===== config.mk =====
export PLATFORM = sky130hd
export DESIGN_NAME = uart_rx_ctrl_flat
export DESIGN_NICKNAME = d
export VERILOG_FILES = /design/src/rtl/uart_pkg.sv /design/src/rtl/uart_rx_ctrl_if.sv /design/src/rtl/uart_rx_fifo.sv /design/src/rtl/uart_rx_ctrl.sv /design/src/flat_wrapper.sv
export SDC_FILE = /design/constraint.sdc
export NUM_CORES = 1
export LEC_CHECK = 0
export CAP_MARGIN = 10
export CORE_MARGIN = 1
export CORE_UTILIZATION = 50
export DETAILED_ROUTE_END_ITERATION = 8
export GPL_TIMING_DRIVEN = 0
export PLACE_DENSITY = 0.77
export SYNTH_ARGS = -nofsm -noshare
export SYNTH_HDL_FRONTEND = slang
export SYNTH_SLANG_ARGS = --single-unit

===== constraint.sdc =====
create_clock -name CLK -period 2.98 [get_ports CLK]
set_clock_uncertainty 0.2 [all_clocks]
set_input_delay 0.298 -clock CLK [delete_from_list [all_inputs] [get_ports CLK]]
set_output_delay 0.298 -clock CLK [all_outputs]
set_load 0.02 [all_outputs]

===== src/rtl/uart_pkg.sv =====
// Shared constants for the UART receive controller: FSM encoding and prescale values.
package uart_pkg;

    localparam logic [1:0] ST_DISABLED  = 2'd0;
    localparam logic [1:0] ST_RUN       = 2'd1;
    localparam logic [1:0] ST_CFG_WAIT  = 2'd2;
    localparam logic [1:0] ST_CFG_APPLY = 2'd3;

    localparam logic [5:0] PRESCALE_8     = 6'd8;
    localparam logic [5:0] PRESCALE_16    = 6'd16;
    localparam logic [5:0] PRESCALE_32    = 6'd32;
    localparam logic [5:0] PRESCALE_RESET = PRESCALE_8;

    function automatic logic prescale_legal(input logic [5:0] ps);
        return (ps == PRESCALE_8) || (ps == PRESCALE_16) || (ps == PRESCALE_32);
    endfunction

endpackage


===== src/rtl/uart_rx_ctrl_if.sv =====
// RX-core and host-read signal bundle; master is the controller side.
interface uart_rx_ctrl_if #(
    parameter int DW = 8
);
    logic          rx_en;
    logic [5:0]    rx_prescale;
    logic          rx_par_en;
    logic          rx_busy;
    logic          rx_data_valid;
    logic [DW-1:0] rx_p_data;
    logic          rx_frame_err;
    logic          host_valid;
    logic [DW-1:0] host_data;
    logic          host_ready;

    modport master (
        output rx_en, rx_prescale, rx_par_en, host_valid, host_data,
        input  rx_busy, rx_data_valid, rx_p_data, rx_frame_err, host_ready
    );

    modport slave (
        input  rx_en, rx_prescale, rx_par_en, host_valid, host_data,
        output rx_busy, rx_data_valid, rx_p_data, rx_frame_err, host_ready
    );
endinterface


===== src/rtl/uart_rx_fifo.sv =====
// Receive buffer: power-of-two circular FIFO, head readable combinationally.
module uart_rx_fifo #(
    parameter int DEPTH = 4,
    parameter int DW    = 8
) (
    input  logic                    clk,
    input  logic                    rst_n,
    input  logic                    push,
    input  logic [DW-1:0]           push_data,
    input  logic                    pop,
    output logic [DW-1:0]           pop_data,
    output logic                    full,
    output logic                    empty,
    output logic [$clog2(DEPTH):0]  fill
);
    localparam int AW = $clog2(DEPTH);
    localparam logic [AW-1:0] PTR_ONE  = AW'(1);
    localparam logic [AW:0]   FILL_ONE = (AW+1)'(1);
    localparam logic [AW:0]   FILL_MAX = (AW+1)'(DEPTH);

    logic [DW-1:0] mem [DEPTH];
    logic [AW-1:0] wr_ptr, rd_ptr;
    logic          do_push, do_pop;

    assign empty    = (fill == '0);
    assign full     = (fill == FILL_MAX);
    assign do_pop   = pop && !empty;
    // A pop frees the slot the same cycle, so a full FIFO still accepts a push.
    assign do_push  = push && (!full || do_pop);
    assign pop_data = mem[rd_ptr];

    always_ff @(posedge clk or negedge rst_n) begin
        if (!rst_n) begin
            wr_ptr <= '0;
            rd_ptr <= '0;
            fill   <= '0;
        end else begin
            if (do_push) wr_ptr <= wr_ptr + PTR_ONE;
            if (do_pop)  rd_ptr <= rd_ptr + PTR_ONE;
            if (do_push && !do_pop)      fill <= fill + FILL_ONE;
            else if (!do_push && do_pop) fill <= fill - FILL_ONE;
        end
    end

    always_ff @(posedge clk) begin
        if (do_push) mem[wr_ptr] <= push_data;
    end

endmodule


===== src/rtl/uart_rx_ctrl.sv =====
// UART receive controller: safe runtime reconfiguration of the RX core,
// receive buffering toward the host, and overrun / frame-error status.
module uart_rx_ctrl
    import uart_pkg::*;
#(
    parameter int DEPTH = 4,
    parameter int DW    = 8
) (
    input  logic                    CLK,
    input  logic                    RST,
    input  logic                    enable,
    input  logic                    cfg_wr,
    input  logic [5:0]              cfg_prescale,
    input  logic                    cfg_par_en,
    output logic                    cfg_ack,
    output logic                    cfg_err,
    input  logic                    ovr_clr,
    output logic                    overrun,
    output logic [7:0]              err_cnt,
    output logic [$clog2(DEPTH):0]  fill,
    uart_rx_ctrl_if.master          bus
);
    logic [1:0]    state, state_nxt;
    logic [5:0]    pend_ps, pend_ps_nxt, act_ps;
    logic          pend_par, pend_par_nxt, act_par;
    logic          pend_req, cfg_legal, req_any;
    logic          fifo_full, fifo_empty, pop;
    logic [DW-1:0] head;

    assign cfg_legal    = cfg_wr && prescale_legal(cfg_prescale);
    assign req_any      = cfg_legal || pend_req;
    assign pend_ps_nxt  = cfg_legal ? cfg_prescale : pend_ps;
    assign pend_par_nxt = cfg_legal ? cfg_par_en   : pend_par;

    always_comb begin
        state_nxt = state;
        case (state)
            ST_DISABLED:  if (req_any) state_nxt = ST_CFG_APPLY;
                          else if (enable) state_nxt = ST_RUN;
            ST_RUN:       if (!enable) state_nxt = ST_DISABLED;
                          else if (req_any) state_nxt = ST_CFG_WAIT;
            // Wait for the core to go idle so a frame is never cut short.
            ST_CFG_WAIT:  if (!enable || !bus.rx_busy) state_nxt = ST_CFG_APPLY;
            ST_CFG_APPLY: state_nxt = enable ? ST_RUN : ST_DISABLED;
            default:      state_nxt = ST_DISABLED;
        endcase
    end

    always_ff @(posedge CLK or negedge RST) begin
        if (!RST) begin
            state    <= ST_DISABLED;
            pend_ps  <= PRESCALE_RESET;
            pend_par <= 1'b0;
            pend_req <= 1'b0;
            act_ps   <= PRESCALE_RESET;
            act_par  <= 1'b0;
            cfg_err  <= 1'b0;
        end else begin
            state    <= state_nxt;
            pend_ps  <= pend_ps_nxt;
            pend_par <= pend_par_nxt;
            cfg_err  <= cfg_wr && !cfg_legal;
            // Entering APPLY consumes the request, including one arriving this cycle.
            if (state_nxt == ST_CFG_APPLY) begin
                pend_req <= 1'b0;
                act_ps   <= pend_ps_nxt;
                act_par  <= pend_par_nxt;
            end else if (cfg_legal) begin
                pend_req <= 1'b1;
            end
        end
    end

    assign cfg_ack         = (state == ST_CFG_APPLY);
    assign bus.rx_en       = (state == ST_RUN) || (state == ST_CFG_WAIT);
    assign bus.rx_prescale = act_ps;
    assign bus.rx_par_en   = act_par;

    assign pop            = !fifo_empty && bus.host_ready;
    assign bus.host_valid = !fifo_empty;
    assign bus.host_data  = head;

    uart_rx_fifo #(.DEPTH(DEPTH), .DW(DW)) u_fifo (
        .clk       (CLK),
        .rst_n     (RST),
        .push      (bus.rx_data_valid),
        .push_data (bus.rx_p_data),
        .pop       (pop),
        .pop_data  (head),
        .full      (fifo_full),
        .empty     (fifo_empty),
        .fill      (fill)
    );

    always_ff @(posedge CLK or negedge RST) begin
        if (!RST) begin
            overrun <= 1'b0;
            err_cnt <= 8'd0;
        end else begin
            if (bus.rx_data_valid && fifo_full && !pop) overrun <= 1'b1;
            else if (ovr_clr)                           overrun <= 1'b0;
            if (bus.rx_frame_err && (err_cnt != 8'hFF)) err_cnt <= err_cnt + 8'd1;
        end
    end

endmodule


===== src/flat_wrapper.sv =====
// flat-port wrapper written by rule: the top's interface ports become plain ports
module uart_rx_ctrl_flat import uart_pkg::*;
#(
    parameter int DEPTH = 4,
    parameter int DW    = 8
)
  (CLK, RST, enable, cfg_wr, cfg_prescale, cfg_par_en, cfg_ack, cfg_err, ovr_clr, overrun, err_cnt, fill, bus_rx_en, bus_rx_prescale, bus_rx_par_en, bus_host_valid, bus_host_data, bus_rx_busy, bus_rx_data_valid, bus_rx_p_data, bus_rx_frame_err, bus_host_ready);
  uart_rx_ctrl_if #(.DW(DW)) bus_i ();
  input  logic CLK;
  input  logic RST;
  input  logic enable;
  input  logic cfg_wr;
  input  logic [5:0] cfg_prescale;
  input  logic cfg_par_en;
  output logic cfg_ack;
  output logic cfg_err;
  input  logic ovr_clr;
  output logic overrun;
  output logic [7:0] err_cnt;
  output logic [$clog2(DEPTH):0] fill;
  output wire logic [$bits(bus_i.rx_en)-1:0] bus_rx_en;
  output wire logic [$bits(bus_i.rx_prescale)-1:0] bus_rx_prescale;
  output wire logic [$bits(bus_i.rx_par_en)-1:0] bus_rx_par_en;
  output wire logic [$bits(bus_i.host_valid)-1:0] bus_host_valid;
  output wire logic [$bits(bus_i.host_data)-1:0] bus_host_data;
  input wire logic [$bits(bus_i.rx_busy)-1:0] bus_rx_busy;
  input wire logic [$bits(bus_i.rx_data_valid)-1:0] bus_rx_data_valid;
  input wire logic [$bits(bus_i.rx_p_data)-1:0] bus_rx_p_data;
  input wire logic [$bits(bus_i.rx_frame_err)-1:0] bus_rx_frame_err;
  input wire logic [$bits(bus_i.host_ready)-1:0] bus_host_ready;
  assign bus_rx_en = bus_i.rx_en;
  assign bus_rx_prescale = bus_i.rx_prescale;
  assign bus_rx_par_en = bus_i.rx_par_en;
  assign bus_host_valid = bus_i.host_valid;
  assign bus_host_data = bus_i.host_data;
  assign bus_i.rx_busy = bus_rx_busy;
  assign bus_i.rx_data_valid = bus_rx_data_valid;
  assign bus_i.rx_p_data = bus_rx_p_data;
  assign bus_i.rx_frame_err = bus_rx_frame_err;
  assign bus_i.host_ready = bus_host_ready;
  uart_rx_ctrl #(.DEPTH(DEPTH), .DW(DW)) u_core (.CLK(CLK), .RST(RST), .enable(enable), .cfg_wr(cfg_wr), .cfg_prescale(cfg_prescale), .cfg_par_en(cfg_par_en), .cfg_ack(cfg_ack), .cfg_err(cfg_err), .ovr_clr(ovr_clr), .overrun(overrun), .err_cnt(err_cnt), .fill(fill), .bus(bus_i));
endmodule

* After elaboration in Yosys (flattened, before gate mapping)
Memory sizes are Yosys's and may differ from the RTL's.
Index checks and enable logic that the tools add are counted.
W data, S select, Z words.
** Storage, ports and cells
- Bits in read-only memories :: 0
- Bits in writable memories :: 32
- Logic and storage cells :: 73
- Bits in latches :: 0
- Bits in registers :: 34
- Output and inout bits :: 31
- Memories :: 1
** Cells by class
- Bitwise logic cells :: 0
- Div/mod/pow operators :: 0
- Reduce and logical (&&, ||, !) cells :: 29
- Add/sub/neg operators :: 5
- Mux-type cells :: 17
- Eq/ne operators :: 9
- Shift-type cells :: 0
- Multipliers :: 0
- Magnitude comparators :: 0
** Memories
- u_core.u_fifo.mem :: depth 4, width 8, read ports 1, clocked after Yosys merged registers in 0, write ports 1, RTL line uart_rx_fifo.sv:21 : logic [DW-1:0] mem [DEPTH];
** Operators by type and width (count)
- $logic_and A1 B1 Y1 :: 10
- $mux W2 :: 5
- $add A8 B1 Y8 const B :: 1
- $logic_not A1 Y1 :: 8
- $mux W1 :: 8
- $ne A8 B8 Y1 const B :: 1
- $pmux W2 S4 :: 1
- $eq A2 B2 Y1 const B :: 3
- $eq A6 B4 Y1 const B :: 1
- $eq A6 B5 Y1 const B :: 1
- $eq A6 B6 Y1 const B :: 1
- $logic_or A1 B1 Y1 :: 6
- $mux W3 :: 2
- $mux W6 :: 1
- $reduce_bool A2 Y1 :: 3
- $add A2 B1 Y2 const B :: 2
- $add A3 B1 Y3 const B :: 1
- $eq A3 B3 Y1 const B :: 1
- $logic_not A3 Y1 :: 1
- $sub A3 B1 Y3 const B :: 1
- $eq A2 B1 Y1 const B :: 1
- $logic_not A2 Y1 :: 1

* Depth between registers and ports, before layout
Gate-level depths: netlist (run 1).
- Depth in word-level cells :: 10
- Gate-level depth with buffers :: 9
- Mapped depth without buffers :: 8

* Modules after synthesis
A second synthesis (run 1) with hierarchy kept.
** Unflattened totals
- Cell total of the unflattened synthesis :: 180
- Area total of the unflattened synthesis :: 2872.8 um^2
** By module, submodules not included
- uart_rx_fifo :: times used 1, area an instance 1591.5 um^2, seq. area each 1136.1 um^2, cells an instance 77
- uart_rx_ctrl :: times used 1, area an instance 1281.2 um^2, seq. area each 678.2 um^2, cells an instance 103

* Worst setup path before layout (run 1)
OpenSTA, ideal clock, no wires.
- Path type :: register -> register
- Start point :: reg u_core.u_fifo.fill[0]
- End point :: reg u_core.u_fifo.fill[2]
- Path buffers :: 0
- Stages on the path, launching flop included :: 9
- Period minus slack after synthesis :: 2.430 ns
- Arrival :: 2.150 ns
- Path slack :: 0.550 ns
- Cells stage by stage :: dfrtp_1 -> or3_1 -> nand2_1 -> ha_1 -> inv_1 -> fa_1 -> xor2_1 -> nor2_1 -> xor2_1
** Between the ends
- Cells in the longest elaborated chain, start to end :: 9
** Ends and longest elaborated chain
- start: declaration :: RTL line uart_rx_fifo.sv:14 : output logic [$clog2(DEPTH):0] fill
- start signal: assignment :: RTL line uart_rx_fifo.sv:40 : if (do_push && !do_pop) fill <= fill + FILL_ONE;
- start signal: assignment :: RTL line uart_rx_fifo.sv:41 : else if (!do_push && do_pop) fill <= fill - FILL_ONE;
- $logic_not A3 Y1 * :: RTL line uart_rx_fifo.sv:25 : assign empty = (fill == '0);
- $logic_not A1 Y1 *
- named net bus_host_valid :: RTL line flat_wrapper.sv:24 : output wire logic [$bits(bus_i.host_valid)-1:0] bus_host_valid;
- $logic_and A1 B1 Y1 :: RTL line uart_rx_ctrl.sv:79 : assign pop = !fifo_empty && bus.host_ready;
- $logic_and A1 B1 Y1 * :: RTL line uart_rx_fifo.sv:27 : assign do_pop = pop && !empty;
- $logic_or A1 B1 Y1 :: RTL line uart_rx_fifo.sv:29 : assign do_push = push && (!full || do_pop);
- $logic_and A1 B1 Y1 :: RTL line uart_rx_fifo.sv:29
- $logic_not A1 Y1 :: RTL line uart_rx_fifo.sv:41
- $logic_and A1 B1 Y1 :: RTL line uart_rx_fifo.sv:41
- $reduce_bool A2 Y1 (no source line)
The timed path passes the listed nets; every way through them passes the cells marked *. The select of a mux whose other input is x is not followed.
A chain may end at the register's enable or synchronous reset.

* Final worst setup path (run 1)
- Start point :: reg u_core.u_fifo.rd_ptr[1]
- End point :: out bus_host_data[0]
** Between the ends
- Cells in the longest elaborated chain, start to end :: 1
** Ends and longest elaborated chain
- start: declaration :: RTL line uart_rx_fifo.sv:22 : logic [AW-1:0] wr_ptr, rd_ptr;
- start signal: assignment :: RTL line uart_rx_fifo.sv:39 : if (do_pop) rd_ptr <= rd_ptr + PTR_ONE;
- $mem_v2 Z4 W8
- end: declaration :: RTL line flat_wrapper.sv:25 : output wire logic [$bits(bus_i.host_data)-1:0] bus_host_data;
No other way between the ends.

==> results of run 1 <==
[final timing paths]
path                                         startpoint                      end  slack (ns)
worst max-delay path            u_core.u_fifo.rd_ptr[1]         bus_host_data[0]        0.42
worst min-delay path                  u_core.pend_ps[3]        u_core.pend_ps[3]        0.27
worst max register to register    u_core.u_fifo.fill[0]    u_core.u_fifo.fill[1]        0.54
worst min register to register        u_core.pend_ps[3]        u_core.pend_ps[3]        0.27
max in group asynchronous                           RST  u_core.u_fifo.rd_ptr[0]        1.72
min in group asynchronous                           RST        u_core.err_cnt[0]        0.37
[kinds of logic after synthesis]
group / Yosys count / share of synthesized area, %
buffers and inverters: 10 / 1.365
muxes: 17 / 10.84
adders and majority gates: 11 / 5.110
xor gates and xnor gates: 14 / 4.582
and+or+nand+nor: 48 / 9.076
AOI/OAI and AO/OA: 14 / 5.154
DFF: 66 / 63.88
[per-stage QoR]
stage | power, W | setup WS (ns) | hold slack (ns) | util (%) | cells
after floorplan | 0.002243 | 0.5505 | -0.1976 | - | 180
after global placement | 0.002749 | 0.2520 | 0.2576 | 63.03 | 306
after detailed placement | 0.002781 | 0.2717 | 0.2190 | 62.94 | 306
after CTS | 0.003704 | 0.3762 | 0.2726 | 67.64 | 323
after global routing | 0.003869 | 0.3030 | 0.3023 | 67.64 | 323
final | 0.003662 | 0.4162 | 0.2695 | 67.64 | 323
[final cells by class]
type	count	area [um2]	area share, %
clock buffer	9	123.9	3.326
sequential	66	1814	48.71
multi-input combinational	104	987.2	26.50
timing repair buffer	55	545.5	14.65
inverter	7	26.28	0.7054
tap	72	90.09	2.419
buffer	3	12.51	0.3359
clock inverter	7	125.1	3.359
[critical path, stage by stage (launching register included)]
cell	delay, ns
dfrtp_1	0.33
buf_1	0.45
mux4_2	0.40
clkdlybuf4s50_1	0.56
[layer usage]
layer | vias to the layer above | routed length, um | GRT usage, %
met5 | - | 0 | 0
met4 | 0 | 94 | 9.057
met3 | 9 | 203 | 3.647
met2 | 39 | 2342 | 29.47
met1 | 798 | 2006 | 20.62
li1 | 785 | - | -
[repair_timing]
action,in CTS,in global routing
buffers inserted,0,0
hold buffers,1,0
endpoints found under the hold margin,32,0
[flip-flops by register name, indices dropped and copies added, names as in the netlist, 2 cells and up]
| signal | flops |
|---|---|
| u_core.u_fifo.rd_ptr | 2 |
| u_core.u_fifo.wr_ptr | 2 |
| u_core.bus.rx_prescale | 6 |
| u_core.u_fifo.fill | 3 |
| u_core.err_cnt | 8 |
| u_core.pend_ps | 6 |
| u_core.state | 2 |
| u_core.u_fifo.mem | 32 |
[power by group]
part,total (W),switching [W],internal [W]
registers,0.00136,0.000156,0.00120
clock network,0.000912,0.000348,0.000564
logic,0.00139,0.000686,0.000704
total,0.00366,0.00119,0.00247
[cell usage in the layout, fill, tap and decap left out, types with 2 or more instances in the layout]
| cell | Yosys | layout |
|---|---|---|
| mux2_2 | 2 | 2 |
| mux4_2 | 8 | 8 |
| inv_1 | 7 | 7 |
| nor2_1 | 5 | 5 |
| nand3_1 | 6 | 6 |
| nand2_1 | 17 | 17 |
| xnor2_1 | 8 | 8 |
| ha_1 | 10 | 10 |
| clkdlybuf4s50_1 | 0 | 53 |
| bufinv_16 | 0 | 3 |
| nor3_1 | 2 | 2 |
| dfrtp_1 | 32 | 32 |
| dfstp_2 | 2 | 2 |
| and2_1 | 6 | 6 |
| and2_2 | 3 | 3 |
| xor2_1 | 5 | 5 |
| clkinv_4 | 0 | 2 |
| nand4_1 | 3 | 3 |
| o21ai_0 | 3 | 3 |
| edfxtp_1 | 32 | 32 |
| inv_6 | 0 | 2 |
| mux2_4 | 7 | 7 |
| buf_2 | 1 | 2 |
| clkbuf_8 | 0 | 9 |
==> flow_summary.json, run 1 <==
{
  "ir_drop_mv": 0.6372,
  "synth_edf_count": 32,
  "synthArstFlopShare_pct": 51.52,
  "power.density_nw_per_um2": 983.2,
  "clk_pin_slew_worst_paths_ns": 0.08,
  "netlist_instances": 180,
  "syn_nets": 215,
  "crit_fanout": 9,
  "clock_latency_ns": 0.33,
  "hpwl_mm": 3.171,
  "coreArea_um2": 5507,
  "yosys_warnings": 0,
  "status": "finished clean",
  "cts_buffers": 9,
  "grt_overflow_total": 0,
  "fmax_mhz": 390.0,
  "fp.dieArea_um2": 5986,
  "cts-htree-levels": 3,
  "cp-start-kind": "flip-flop",
  "synthDistinctLibCells": 40,
  "hold_viol_final": 0,
  "grt_pass1_wl_mm": 7.707,
  "clkSinkCount": 66,
  "synthTopCellsByArea": "edfxtp_1 34%, dfrtp_1 28%, mux4_2 6.3%",
  "synthFlopType": "edfxtp_1",
  "port_buffers": 54,
  "routabilityCongestion": 0.7485,
  "grt_pass1_vias": 1698,
  "root_buffer": "clkbuf_8",
  "routed_wl_mm": 4.645,
  "rsz0062_at_grt": "false",
  "cts_resized": 0,
  "holdPathStages": 2,
  "routedWlPerCell_um": 14.38,
  "design_area_um2": 3725,
  "fin_crit_sh_pct": 86.03,
  "drive_gt1_share_pct": 18.73,
  "vias": 1631,
  "fin_crit_ns": 2.564,
  "ys_seq_area_share_pct": 63.88,
  "cts_tree": "done",
  "hold_path.class": "reg -> reg",
  "drc_errors": 0,
  "area_growth_pct": 31.15,
  "tightest_slew_ns": 0.7525,
  "grt_usage_pct": 17.29,
  "leakage_nw": 1.474,
  "fp.dieW_um": 77.37,
  "finalSetupViolCount": 0,
  "r2r_cells": 7,
  "antenna_cells": 0,
  "rows": 27,
  "fill_cells": 398,
  "synth_area_leader_cell": "edfxtp_1",
  "cp-end-kind": "output port",
  "relSlewSlack_pct": 49.83,
  "slew_viol_final": 0,
  "clockBufferDepth": 2,
  "netlist.area_leader.share_pct": 33.83,
  "dpl_cell_area_um2": 3466,
  "crit_type": "reg -> out",
  "synth_seq_cells": 66,
  "crit_arrival_ns": 2.07,
  "dr.pass1.iters": 4,
  "syn-cell-area_um2": 2840,
  "io_pins": 55,
  "nNetsFinal": 281,
  "antenna_found_initial": 0,
  "setup_tns_ns": 0,
  "maxCapViolCount": 0,
  "floorplan.initialDensity_pct": 51.58,
  "synth_common_cells": "32 x dfrtp_1, 32 x edfxtp_1, 17 x nand2_1",
  "cp.required_ns": 2.48,
  "die_h_um": 77.37,
  "syn-mean-instance-area_um2": 15.78,
  "grt_start_max_net_pins": 35,
  "drt_iter0_markers": 68,
  "viasPerCell": 5.050,
  "ant_nets": 0
}
Note: power is estimated with default switching activity, not from simulation.
==> inputs of run 2 (changes only) <==
--- a/config.mk
+++ b/config.mk
@@ -11,6 +11,7 @@
 export DETAILED_ROUTE_END_ITERATION = 8
 export GPL_TIMING_DRIVEN = 0
 export PLACE_DENSITY = 0.77
+export SKIP_LAST_GASP = 1
 export SYNTH_ARGS = -nofsm -noshare
 export SYNTH_HDL_FRONTEND = slang
 export SYNTH_SLANG_ARGS = --single-unit
==> results of run 2 <==
The final DEF is identical to that of run 1; final timing and power are the same.
